$ cat src/rtl/rf_wb_sequencer.sv
// Register-file write-port sequencer: merges ALU and buffered LSU writebacks, reports RAW hazards.
// Optional RF_WB_STALL_CNT_EN adds a saturating count of cycles where an LSU result was refused.
module rf_wb_sequencer #(
  parameter int DEPTH = 4,
  parameter int DW    = 32,
  parameter int AW    = 5
) (
  input  logic                     clk,
  input  logic                     rst,
  input  logic                     alu_valid,
  input  logic [AW-1:0]            alu_rd,
  input  logic [DW-1:0]            alu_data,
  input  logic                     lsu_valid,
  input  logic [AW-1:0]            lsu_rd,
  input  logic [DW-1:0]            lsu_data,
  output logic                     lsu_ready,
  output logic                     rf_we,
  output logic [AW-1:0]            rf_wa,
  output logic [DW-1:0]            rf_wd,
  input  logic [AW-1:0]            chk_a1,
  input  logic [AW-1:0]            chk_a2,
  output logic                     hazard1,
  output logic                     hazard2,
  output logic [$clog2(DEPTH):0]   fifo_cnt
`ifdef RF_WB_STALL_CNT_EN
  ,
  output logic [31:0]              stall_cnt
`endif
);

  localparam int PW = $clog2(DEPTH);
  localparam int CW = PW + 1;

  logic [AW-1:0]    rd_q   [DEPTH];
  logic [DW-1:0]    data_q [DEPTH];
  logic [DEPTH-1:0] live_q;
  logic [PW-1:0]    head, tail;
  logic             alu_go, full, pop, push, push_live;

  always_comb begin
    alu_go    = alu_valid && (alu_rd != '0);
    full      = (fifo_cnt == CW'(DEPTH));
    lsu_ready = !full;
    pop       = !alu_go && (fifo_cnt != '0);
    push      = lsu_valid && !full && (lsu_rd != '0);
    push_live = !(alu_go && (lsu_rd == alu_rd));
  end

  // Control: pointers, occupancy, live bits and the write-port register
  always_ff @(posedge clk) begin
    if (rst) begin
      head     <= '0;
      tail     <= '0;
      fifo_cnt <= '0;
      live_q   <= '0;
      rf_we    <= 1'b0;
      rf_wa    <= '0;
      rf_wd    <= '0;
    end else begin
      // An ALU result is younger than every buffered load, so it supersedes same-rd entries.
      if (alu_go) begin
        for (int i = 0; i < DEPTH; i++) begin
          if (rd_q[i] == alu_rd) live_q[i] <= 1'b0;
        end
      end
      if (pop) begin
        live_q[head] <= 1'b0;
        head         <= head + 1'b1;
      end
      if (push) begin
        live_q[tail] <= push_live;
        tail         <= tail + 1'b1;
      end
      case ({push, pop})
        2'b10:   fifo_cnt <= fifo_cnt + 1'b1;
        2'b01:   fifo_cnt <= fifo_cnt - 1'b1;
        default: fifo_cnt <= fifo_cnt;
      endcase
      if (alu_go) begin
        rf_we <= 1'b1;
        rf_wa <= alu_rd;
        rf_wd <= alu_data;
      end else if (pop) begin
        rf_we <= live_q[head];
        if (live_q[head]) begin
          rf_wa <= rd_q[head];
          rf_wd <= data_q[head];
        end
      end else begin
        rf_we <= 1'b0;
      end
    end
  end

  always_ff @(posedge clk) begin
    if (push) begin
      rd_q[tail]   <= lsu_rd;
      data_q[tail] <= lsu_data;
    end
  end

  always_comb begin
    hazard1 = 1'b0;
    hazard2 = 1'b0;
    for (int i = 0; i < DEPTH; i++) begin
      if (live_q[i] && (rd_q[i] == chk_a1)) hazard1 = 1'b1;
      if (live_q[i] && (rd_q[i] == chk_a2)) hazard2 = 1'b1;
    end
    if (rf_we && (rf_wa == chk_a1)) hazard1 = 1'b1;
    if (rf_we && (rf_wa == chk_a2)) hazard2 = 1'b1;
    if (chk_a1 == '0) hazard1 = 1'b0;
    if (chk_a2 == '0) hazard2 = 1'b0;
  end

`ifdef RF_WB_STALL_CNT_EN
  function automatic logic [31:0] sat_inc(input logic [31:0] v);
    return (v == 32'hFFFF_FFFF) ? v : v + 32'd1;
  endfunction

  always_ff @(posedge clk) begin
    if (rst)                      stall_cnt <= '0;
    else if (lsu_valid && full)   stall_cnt <= sat_inc(stall_cnt);
  end
`endif

endmodule
$ cat config.mk
export PLATFORM = sky130hd
export DESIGN_NAME = rf_wb_sequencer
export DESIGN_NICKNAME = d
export VERILOG_FILES = /design/src/rtl/rf_wb_sequencer.sv
export SDC_FILE = /design/constraint.sdc
export NUM_CORES = 1
export LEC_CHECK = 0
export ABC_CLOCK_PERIOD_IN_PS = 3000
export BUFFER_PORTS_ARGS = -buffer_cell sky130_fd_sc_hd__buf_2
export CAP_MARGIN = 20
export CORE_MARGIN = 3
export CORE_UTILIZATION = 30
export DETAILED_ROUTE_END_ITERATION = 10
export HOLD_SLACK_MARGIN = 0.05
export PLACE_DENSITY = 0.55
export SYNTH_ARGS = -nofsm -noshare
export SYNTH_HDL_FRONTEND = slang
export SYNTH_SLANG_ARGS = --single-unit
$ cat constraint.sdc
create_clock -name clk -period 3 [get_ports clk]
set_input_delay 0.15 -clock clk [delete_from_list [all_inputs] [get_ports clk]]
set_output_delay 0.15 -clock clk [all_outputs]
set_load 0.01 [all_outputs]
[Yosys cells after proc, flatten, opt, wreduce, memory -nomap -nowiden]
Memory sizes are Yosys's and may differ from the RTL's. A register that Yosys moved wholly into a read port is not among the register bits.
Index checks and enable logic that the tools add are counted.
Storage, ports and cells
  register bits: 49
  bits in latches: 0
  bits in writable memories: 148
  memory bits (read-only): 0
  bits of input ports: 88
  output and inout bits: 44
  memories: 2
Operators by class
  add/subtract/negate cells: 4
  multiply operators: 0
  divide/modulo/power cells: 0
  magnitude comparators: 4
  equality and inequality tests: 18
  shift-type cells: 0
  mux-type cells: 43
  bitwise logic cells: 2
  reduce and logical (&&, ||, !) cells: 29
Memory list
  data_q: words 4, bits a word 32, rd ports 1, clocked after Yosys merged registers in 1, wr ports 1, RTL line 35  | logic [DW-1:0] data_q [DEPTH];
  rd_q: words 4, bits a word 5, rd ports 5, clocked after Yosys merged registers in 1, wr ports 1, RTL line 34  | logic [AW-1:0] rd_q [DEPTH];
Operator list (count)
  2-to-1 mux 32 bit: 3
  equality test 5 bit: 15
  2-to-1 mux 1 bit: 23
  2-to-1 mux 4 bit: 5
  logical AND 1 bit: 17
  2-to-1 mux 5 bit: 3
  zero test 5 bit: 2
  nonzero test 5 bit: 2
  2-to-1 mux 2 bit: 4
  less-than comparator 2 x 3 -> 1 bit, second input constant: 2
  case mux 3 bit (2 select lines): 1
  nonzero test 2 bit: 3
  adder 2 x 1 -> 2 bit, second input constant: 2
  AND 4 bit: 1
  bitwise mux 4 bit: 1
  demux 1 bit (select 2 bit): 2
  greater-or-equal comparator 2 x 1 -> 1 bit, second input constant: 2
  inverter 4 bit: 1
  adder 3 x 1 -> 3 bit, second input constant: 1
  equality test 3 bit, second input constant: 1
  zero test 1 bit: 3
  nonzero test 3 bit: 1
  subtractor 3 x 1 -> 3 bit, second input constant: 1
  binary-select mux 1 bit (select 2 bit): 1
  3 further kinds: 3

[Logic depth before layout (Yosys ltp)]
Gate-level depths: netlist (run 1).
  depth after elaboration: 10
  depth in mapped cells: 11
  depth with buffers taken out: 10

[Worst setup path after synthesis (run 1)]
Ideal clock, no wire load.
  path kind: input to register
  from: input alu_rd[4]
  to: register fifo_cnt[2]
  library setup time: 0.071 ns
  arrival time: 2.466 ns
  data required time: 2.929 ns
  setup slack: 0.464 ns
  stages on the path: 11
  cells stage by stage: buf_2 -> or4_4 -> o21ai_4 -> o31a_1 -> buf_6 -> ha_1 -> inv_1 -> fa_1 -> xor2_1 -> or3_1 -> a21oi_1
Between the ends
  cells in the longest elaborated chain, start to end: 6
  elaborated cells between the ends (all ways): 8
Ends and longest elaborated chain
  from (decl): RTL line 11  | input logic [AW-1:0] alu_rd,
  nonzero test 5 bit (*): RTL line 41  | alu_go = alu_valid && (alu_rd != '0);
  logical AND 1 bit (*): RTL line 41
  zero test 1 bit (*): RTL line 44  | pop = !alu_go && (fifo_cnt != '0);
  logical AND 1 bit (*): RTL line 44
  equality test 2 x 1 -> 1 bit or equality test 2 bit (tied branches): RTL line 74  | case ({push, pop})
  case mux 3 bit (2 select lines) or nonzero test 2 bit (tied branches)
  to (signal assigned): RTL line 75  | 2'b10: fifo_cnt <= fifo_cnt + 1'b1;
  to (signal assigned): RTL line 76  | 2'b01: fifo_cnt <= fifo_cnt - 1'b1;
  to (signal assigned): RTL line 77  | default: fifo_cnt <= fifo_cnt;
  to (decl): RTL line 24  | output logic [$clog2(DEPTH):0] fifo_cnt
Every way passes the cells marked *; elsewhere a longest branch is shown, timed or not.
A chain may end at the register's enable or synchronous reset.

[Final worst setup path (run 1)]
  from: input lsu_rd[1]
  to: register fifo_cnt[2]
Between the ends
  cells in the longest elaborated chain, start to end: 4
  elaborated cells between the ends (all ways): 6
Ends and longest elaborated chain
  from (decl): RTL line 14  | input logic [AW-1:0] lsu_rd,
  nonzero test 5 bit (*): RTL line 45  | push = lsu_valid && !full && (lsu_rd != '0);
  logical AND 1 bit (*): RTL line 45
  equality test 2 x 1 -> 1 bit or equality test 2 bit (tied branches): RTL line 74
  case mux 3 bit (2 select lines) or nonzero test 2 bit (tied branches)
Marked as above.

==> impl_metrics.yaml, run 1 <==
pwr:
  pwr-share-comb_pct: 24.8
  switchingPower_mw: 2.19
  p_int_mw: 5.40
  clockPowerShare_pct: 29.3
  p_leak_nw: 4.16
  p_sw_share_pct: 28.8
  p_per_area_nw_per_um2: 688
  pwr-share-seq_pct: 46.0
  peakVddDrop_uv: 327
logic_synthesis:
  synth_top_flop_cell: "edfxtp_1"
  synth_xor_area_share_pct: 8.00
  yosysSeqAreaShare_pct: 63.2
  synth_warnings: 0
  muxShareOfSynthArea_pct: 14.4
  synth_compound_area_share_pct: 5.10
  synthAdderAreaFrac_pct: 1.53
  async_flop_share_pct: 0
  syn_inst: 562
  yosys.cell_types.count: 34
  syn_nets: 660
  synth_seq_cells: 199
  synth.avg_cell_area_sq_um: 15.4
  syn-cell-area_sq_um: 8650
  synth_top_family_by_area: "multiplexers"
  synth_edf_count: 148
  synthSimpleGateAreaFrac_pct: 4.93
global_routing:
  grt-ovfl-total: 0
  grt_pass1_vias: 5629
  grt_usage_pct: 13.7
  antenna_found_initial: 1
  grt_pass1_wl_mm: 32.5
  grt_max_degree: 80
sta:
  fin_crit_ps: 2610
  slew_violations: 0
  fin_crit_sh_pct: 87.0
  fin_skew_ps: 12.6
  tns_ps: 0
  tightest_slew_ps: 803
  max_freq_mhz: 383
  hold_violations: 0
  rsz0062_at_grt: "false"
  slew_headroom_pct: 46.4
  finalSetupViolations: 0
routing:
  drc: 0
  drt_iter0_markers: 253
  routed_wl_mm: 20.7
  routed.top_layer: "met4"
  wl_met2_mm: 10.2
  wl_met1_mm: 9.38
  vias_per_cell: 4.66
  ant_nets: 0
  wl_per_cell_um: 18.0
  via_count: 5354
  dr.pass1.iters: 4
  wl_met3_um: 886
worst_setup_path:
  path_max_fanout: 6
  ff2ff_setup_slack_ps: 880
  start_kind: "input port"
  cp.arrival_ps: 2960
  required_ps: 3340
  endpoint_kind: "flop"
  crit_type: "input port to flop"
floorplan:
  fp.dieH_um: 176
  ios: 132
  dieArea_sq_um: 30900
  start_util_pct: 30.8
  rows: 61
  die_x_um: 176
  core_area_sq_um: 28100
clocking:
  cts_tree: "yes"
  insertion_delay_ps: 430
  postCtsSetupRepairBufs: 0
  h-tree-depth: 4
  cts_buffer_depth: 2
  cts.clk_slew.worst_paths_ps: 80
  cts_root_buf: "clkbuf_16"
  ctsHoldBuffers: 70
  clkSinkCount: 199
  cts_resized: 0
  numCtsBuffers: 17
place:
  dpl_cell_area_sq_um: 9750
  place_congestion: 0.811
  hpwl_mm: 13.8
  portBuffers: 131
cells_and_area:
  drive_gt1_share_pct: 29.2
  final_common_cell: "edfxtp_1"
  mostFrequentLayoutCells: "148 x edfxtp_1, 131 x buf_2, 70 x dlygate4sd3_1, 50 x xor2_1, 49 x dfxtp_1"
  nets: 855
  final_area_sq_um: 11000
  area_delta_synth_final_pct: 27.4
flow_run:
  maxCapViolCount: 0
min_path:
  hp-class: "input port to flop"
status:
  status: "finished, final reports clean"
[flip-flops by register name, indices dropped and copies added (netlist names), named ones only]
register  count
rf_wa         5
rf_we         1
data_q      128
rd_q         20
tail          2
rf_wd        32
head          2
live_q        4
fifo_cnt      3
[through the flow]
step | hold slack (ps) | setup slack [ps] | std cells | power, mW | util, %
after global routing | 68.0 | 256 | 1149 | 8.00 | 39.2
after detailed placement | 370 | 470 | 1046 | 5.41 | 34.7
after CTS | 53.9 | 404 | 1148 | 7.72 | 39.2
final | 83.5 | 390 | 1150 | 7.59 | 39.3
after global placement | 369 | 501 | 1046 | 5.41 | 34.7
after floorplan | 249 | 464 | 562 | 4.80 | -
[cell usage after synthesis (all sizes together), types with 2 or more instances]
library cell,instances,area (sq um)
o22a,2,17.5
mux2i,39,390
xnor2,29,254
nand2,5,18.8
a32o,4,40.0
inv,9,33.8
dfxtp,51,1020
nor2,44,165
and2,4,25.0
a211oi,36,270
a221oi,4,35.0
or4,4,33.8
clkbuf,20,75.1
a21oi,3,15.0
ha,9,113
mux4,38,856
nand3,18,90.1
o21ai,2,21.3
buf,22,139
nor4,14,87.6
edfxtp,148,4440
xor2,50,438
[layer usage]
| metal | GRT usage (%) | vias up |
|---|---|---|
| met5 | 0 | - |
| met4 | 4.62 | 0 |
| met3 | 2.49 | 24 |
| met2 | 23.0 | 131 |
| met1 | 18.0 | 2668 |
| li1 | - | 2531 |
[power by group through the flow]
stage               sequential, mW  combinational, mW  clock (mW)
floorplan                     3.51               1.29           0
global placement              3.55               1.86           0
detailed placement            3.55               1.86           0
CTS                           3.49               1.94        2.29
global route                  3.52               2.07        2.40
finish                        3.49               1.88        2.22
[final timing paths]
path	startpoint	to	cells after the start
hold / removal	alu_rd[1]	rf_wa[1]$_SDFFE_PP0P_	3
hold reg to reg	rf_wd[19]$_SDFFE_PP0P_	rf_wd[19]$_SDFFE_PP0P_	2
setup / recovery	lsu_rd[1]	fifo_cnt[2]$_SDFFE_PP0P_	11
setup reg to reg	fifo_cnt[2]$_SDFFE_PP0P_	fifo_cnt[2]$_SDFFE_PP0P_	9
[cell families after synthesis]
logic type	after synthesis
AOI/OAI and AO/OA	56
xor gates and xnor gates	79
adders and majority gates	10
buffers and inverters	51
DFF	199
muxes	77
and+or+nand+nor	90
[worst max-delay path, stage by stage]
cell	delay [ps]
dlygate4sd3_1	540
buf_2	160
or4_1	590
o211a_1	250
inv_1	60
ha_1	180
inv_1	60
fa_1	370
xor2_1	160
or3_1	310
a21oi_1	140
[final cells by class]
type / count / area [sq um]
clock inverter: 14 / 138
fill: 2740 / 17100
sequential: 199 / 5470
antenna: 2 / 5.00
multi-input combinational: 312 / 2960
tap: 378 / 473
inverter: 9 / 33.8
clock buffer: 18 / 429
timing repair buffer: 218 / 1520
(Power assumes the default switching activity.)
==> inputs of run 2 (changes only) <==
- ABC_CLOCK_PERIOD_IN_PS: 3000 -> 3050
- CORE_UTILIZATION: 30 -> 25
- PLACE_DENSITY: 0.55 -> 0.49
- clock period: 3 -> 3.05 ns (I/O delays scaled with it)
==> run 2 against run 1 <==
Setup slack better by 110 ps. Highest routed layer unchanged. Largest cell class unchanged. Clock skew down 0.64 ps. Register-to-register slack about the same. Die area up 19%. Cell count up 5.9%.
==> impl_metrics.yaml, run 2 (synthesis results as in run 1) <==
floorplan:
  die_x_um: 192
  start_util_pct: 25.6
  core_area_sq_um: 33800
  ios: 132
  rows: 67
  fp.dieH_um: 192
  dieArea_sq_um: 36900
clocking:
  insertion_delay_ps: 440
  cts_buffer_depth: 2
  h-tree-depth: 4
  clkSinkCount: 199
  cts.clk_slew.worst_paths_ps: 70
  cts_resized: 0
  postCtsSetupRepairBufs: 0
  numCtsBuffers: 17
  cts_tree: "yes"
  cts_root_buf: "clkbuf_16"
min_path:
  hp-class: "input port to flop"
sta:
  fin_crit_ps: 2550
  max_freq_mhz: 391
  tightest_slew_ps: 849
  slew_violations: 0
  holdWs_ps: 90.8
  slew_headroom_pct: 43.4
  fin_skew_ps: 12.0
  tns_ps: 0
  finalSetupViolations: 0
  fin_crit_sh_pct: 83.7
  hold_violations: 0
  rsz0062_at_grt: "false"
routing:
  vias_per_cell: 4.52
  wl_per_cell_um: 18.4
  drt_iter0_markers: 294
  ant_nets: 0
  routed_wl_mm: 22.4
  via_count: 5502
  drc: 0
  dr.pass1.iters: 4
global_routing:
  antenna_found_initial: 1
  grt_pass1_wl_mm: 34.1
  grt_pass1_vias: 5640
  grt_usage_pct: 12.4
  grt-ovfl-total: 0
  grt_max_degree: 80
worst_setup_path:
  slowest_stage: "or4_1"
  ff2ff_setup_slack_ps: 890
  cp_cell_sequence: "dlygate4sd3_1 > buf_2 > or4_1 > o211a_1 > inv_1 > ha_1 > inv_1 > fa_1 > xor2_1 > or3_1 > a21oi_1"
  path_max_fanout: 6
  slowest_delay_ps: 560
  start_kind: "input port"
  crit_top_cell: "inv_1"
  cp.arrival_ps: 2930
  crit_type: "input port to flop"
  required_ps: 3420
  endpoint_kind: "flop"
place:
  place_congestion: 0.799
  portBuffers: 131
  placed_cells: 1115
  hpwl_mm: 14.9
pwr:
  peakVddDrop_uv: 327
  p_total_mw: 7.70
  p_per_area_nw_per_um2: 690
  p_leak_nw: 4.20
cells_and_area:
  area_delta_synth_final_pct: 29.1
  num-fill-cells: 3335
  mostFrequentLayoutCells: "148 x edfxtp_1, 131 x buf_2, 70 x dlygate4sd3_1, 50 x xor2_1, 49 x dfxtp_1"
  nets: 854
  fin_util_pct: 33.1
  final_common_cell: "edfxtp_1"
  drive_gt1_share_pct: 29.4
  largest_reg_flops: 128
  reg_top3: "data_q: 128 flops, rf_wd: 32 flops, rd_q: 20 flops"
  instances_no_fill: 1218
  top_register: "data_q"
status:
  status: "finished, final reports clean"
flow_run:
  maxCapViolCount: 0
-- run 2: cell types whose count changed in the layout (fill, tap and decap cells not counted), sizes merged --
cell and delta:
buf -1, clkinvlp -4, clkinv +2, diode -1
inv +1, bufinv +1
-- run 2: repair_timing --
action,in CTS,in global routing
endpoints found under the setup margin,0,0
endpoints found under the hold margin,181,0
hold buffers,70,0
-- run 2: final cells by class --
| cell class | count | area, sq um | area share [%] |
|---|---|---|---|
| flip-flops and latches | 199 | 5470 | 49.0 |
| diodes | 1 | 2.50 | 0.0224 |
| clock inverters | 14 | 180 | 1.61 |
| multi-input cells | 312 | 2960 | 26.5 |
| repair buffers | 217 | 1510 | 13.6 |
| inverters | 9 | 33.8 | 0.303 |
| clock buffers | 18 | 450 | 4.03 |
| well taps | 448 | 561 | 5.02 |
-- run 2: metal layers --
layer / up-vias / GRT usage [%] / wire length (um)
li1: 2532 / - / -
met1: 2795 / 16.5 / 10000
met2: 152 / 20.0 / 10900
met3: 23 / 2.96 / 1220
met4: 0 / 3.78 / 284
met5: - / 0 / 0
-- run 2: per-stage QoR --
step | area (sq um) | worst slack (ps)
after detailed placement | 9830 | 560
after global routing | 11200 | 385
after floorplan | 8650 | 511
final | 11200 | 496
after CTS | 11200 | 488
after global placement | 9830 | 572
-- run 2: final timing paths --
check / from / endpoint / cells past startpoint
worst max-delay path: lsu_rd[1] / fifo_cnt[2]$_SDFFE_PP0P_ / 11
worst min-delay path: alu_rd[1] / rf_wa[1]$_SDFFE_PP0P_ / 3
worst max register to register: fifo_cnt[0]$_SDFFE_PP0P_ / data_q[2][22]$_DFFE_PP_ / 6
worst min register to register: tail[1]$_SDFFE_PP0N_ / tail[1]$_SDFFE_PP0N_ / 2
-- run 2: power by group --
part           internal (mW)  leakage (nW)  switching (mW)  total [mW]
Clock                   1.30         0.310            1.09        2.39
Sequential              3.23          1.78           0.200        3.43
Combinational          0.931          2.11           0.950        1.88
-- run 2: critical path: cells and delay by family --
family | cells | cell delay (ps)
simple gates | 2 | 870
compound gates | 2 | 390
xor+xnor | 1 | 160
buf+inv | 4 | 820
fa+ha+maj | 2 | 540
==> inputs of run 3 (changes only) <==
- ABC_CLOCK_PERIOD_IN_PS: 3050 -> 2400
- clock period: 3.05 -> 2.4 ns (I/O delays scaled with it)
==> run 3 against run 2 <==
Total power grew 25%. Die area unchanged. Combinational power up 34%. Register-to-register slack worse by 440 ps. Clock skew is 12 ps higher. Wire length barely moved. Largest cell class unchanged. Largest power group unchanged.
==> impl_metrics.yaml, run 3 (synthesis results as in run 1) <==
floorplan:
  ios: 132
  fp.dieH_um: 192
  start_util_pct: 25.6
  core_area_sq_um: 33800
  rows: 67
  die_x_um: 192
  dieArea_sq_um: 36900
sta:
  hold_violations: 0
  finalSetupViolations: 0
  max_freq_mhz: 428
  tns_ps: 0
  setup_slack_ps: 66.0
  fin_crit_sh_pct: 97.2
  fin_crit_ps: 2330
  rsz0062_at_grt: "false"
  slew_violations: 0
  fin_skew_ps: 23.9
  slew_headroom_pct: 66.3
  tightest_slew_ps: 505
cells_and_area:
  num-fill-cells: 3334
  multi_input_area_sq_um: 2980
  largest_reg_flops: 128
  top_register: "data_q"
  final_common_cell: "edfxtp_1"
  drive_gt1_share_pct: 31.0
  nets: 868
  reg_top3: "data_q: 128 flops, rf_wd: 32 flops, rd_q: 20 flops"
  instances_no_fill: 1231
  antenna_cells: 0
  seq_area_sq_um: 5470
  area_delta_synth_final_pct: 30.1
  fin_util_pct: 33.3
  mostFrequentLayoutCells: "148 x edfxtp_1, 130 x buf_2, 70 x dlygate4sd3_1, 50 x xor2_1, 49 x dfxtp_1"
pwr:
  p_total_mw: 9.62
  peakVddDrop_uv: 347
  p_per_area_nw_per_um2: 854
  p_leak_nw: 4.25
worst_setup_path:
  endpoint_kind: "flop"
  start_kind: "input port"
  crit_type: "input port to flop"
  path_max_fanout: 6
  cp.arrival_ps: 2700
  ff2ff_setup_slack_ps: 450
  reg2reg_from: "head[0]$_SDFFE_PP0N_"
  crit_start: "lsu_rd[4]"
  required_ps: 2760
place:
  placed_cells: 1130
  pre_cts_ws_ps: 9.03
  portBuffers: 131
  place_congestion: 0.791
  hpwl_mm: 15.2
routing:
  via_count: 5414
  routed_wl_mm: 22.4
  drt_iter0_markers: 296
  drc: 0
  wl_per_cell_um: 18.2
  vias_per_cell: 4.40
  dr.pass1.iters: 4
  ant_nets: 0
clocking:
  cts_buffer_depth: 2
  clkSinkCount: 199
  insertion_delay_ps: 450
  numCtsBuffers: 17
  cts.clk_slew.worst_paths_ps: 80
  cts_tree: "yes"
  cts_root_buf: "clkbuf_16"
  h-tree-depth: 4
  postCtsSetupRepairBufs: 0
global_routing:
  antenna_found_initial: 0
  grt-ovfl-total: 0
  grt_pass1_wl_mm: 34.3
  grt_usage_pct: 12.4
  grt_max_degree: 47
  grt_pass1_vias: 5806
min_path:
  hp-class: "input port to flop"
  hold_start: "alu_rd[2]"
status:
  status: "finished, final reports clean"
flow_run:
  maxCapViolCount: 0
run 3: cell count changes in the layout (fill, tap and decap cells not counted), sizes merged:
cell and delta:
diode -1, clkinvlp +2, buf +14, clkbuf +1, inv -1, bufinv -2
run 3: routing by layer:
metal  global-route usage (%)  wire [um]
met1                     16.1      10300
met2                     21.4      11200
met3                     2.10        736
met4                     3.42        245
met5                        0          0
run 3: path summary, 6_finish.rpt:
kind                         endpoint  depth (start not counted)
max reg2reg     rf_wd[0]$_SDFFE_PP0P_                          5
min             rf_wa[2]$_SDFFE_PP0P_                          3
max          fifo_cnt[2]$_SDFFE_PP0P_                         10
min reg2reg    rf_wd[15]$_SDFFE_PP0P_                          2
run 3: power by group:
part	leakage (nW)	switching, mW	internal, mW	total (mW)
logic	2.19	1.28	1.24	2.52
clock network	0.281	1.35	1.45	2.80
registers	1.78	0.197	4.11	4.31
run 3: timing repair:
item / CTS / global route
endpoints found under the hold margin: 181 / 0
gates resized for setup: 0 / 1
setup endpoints to repair: 0 / 1
hold buffers: 70 / 0
run 3: stage by stage:
stage / hold WS, ps / instance area (sq um)
floorplan: 219 / 8670
CTS: 57.0 / 11300
global route: 82.5 / 11300
detailed placement: 342 / 9990
finish: 95.6 / 11300
global placement: 340 / 9990
run 3: layout make-up:
type,count,share of cell area (%)
sequential,199,48.6
multi-input combinational,312,26.4
timing repair buffer,231,14.6
tap,448,4.98
clock buffer,19,4.12
clock inverter,13,0.967
inverter,9,0.300
run 3: worst max-delay path, cell delays in order:
cell and delay [ps]:
dlygate4sd3_1 670, or4_4 480, o211a_1 250, inv_1 90
ha_4 130, inv_1 40, fa_2 330, xor2_1 150
or3_1 310, a21oi_1 130
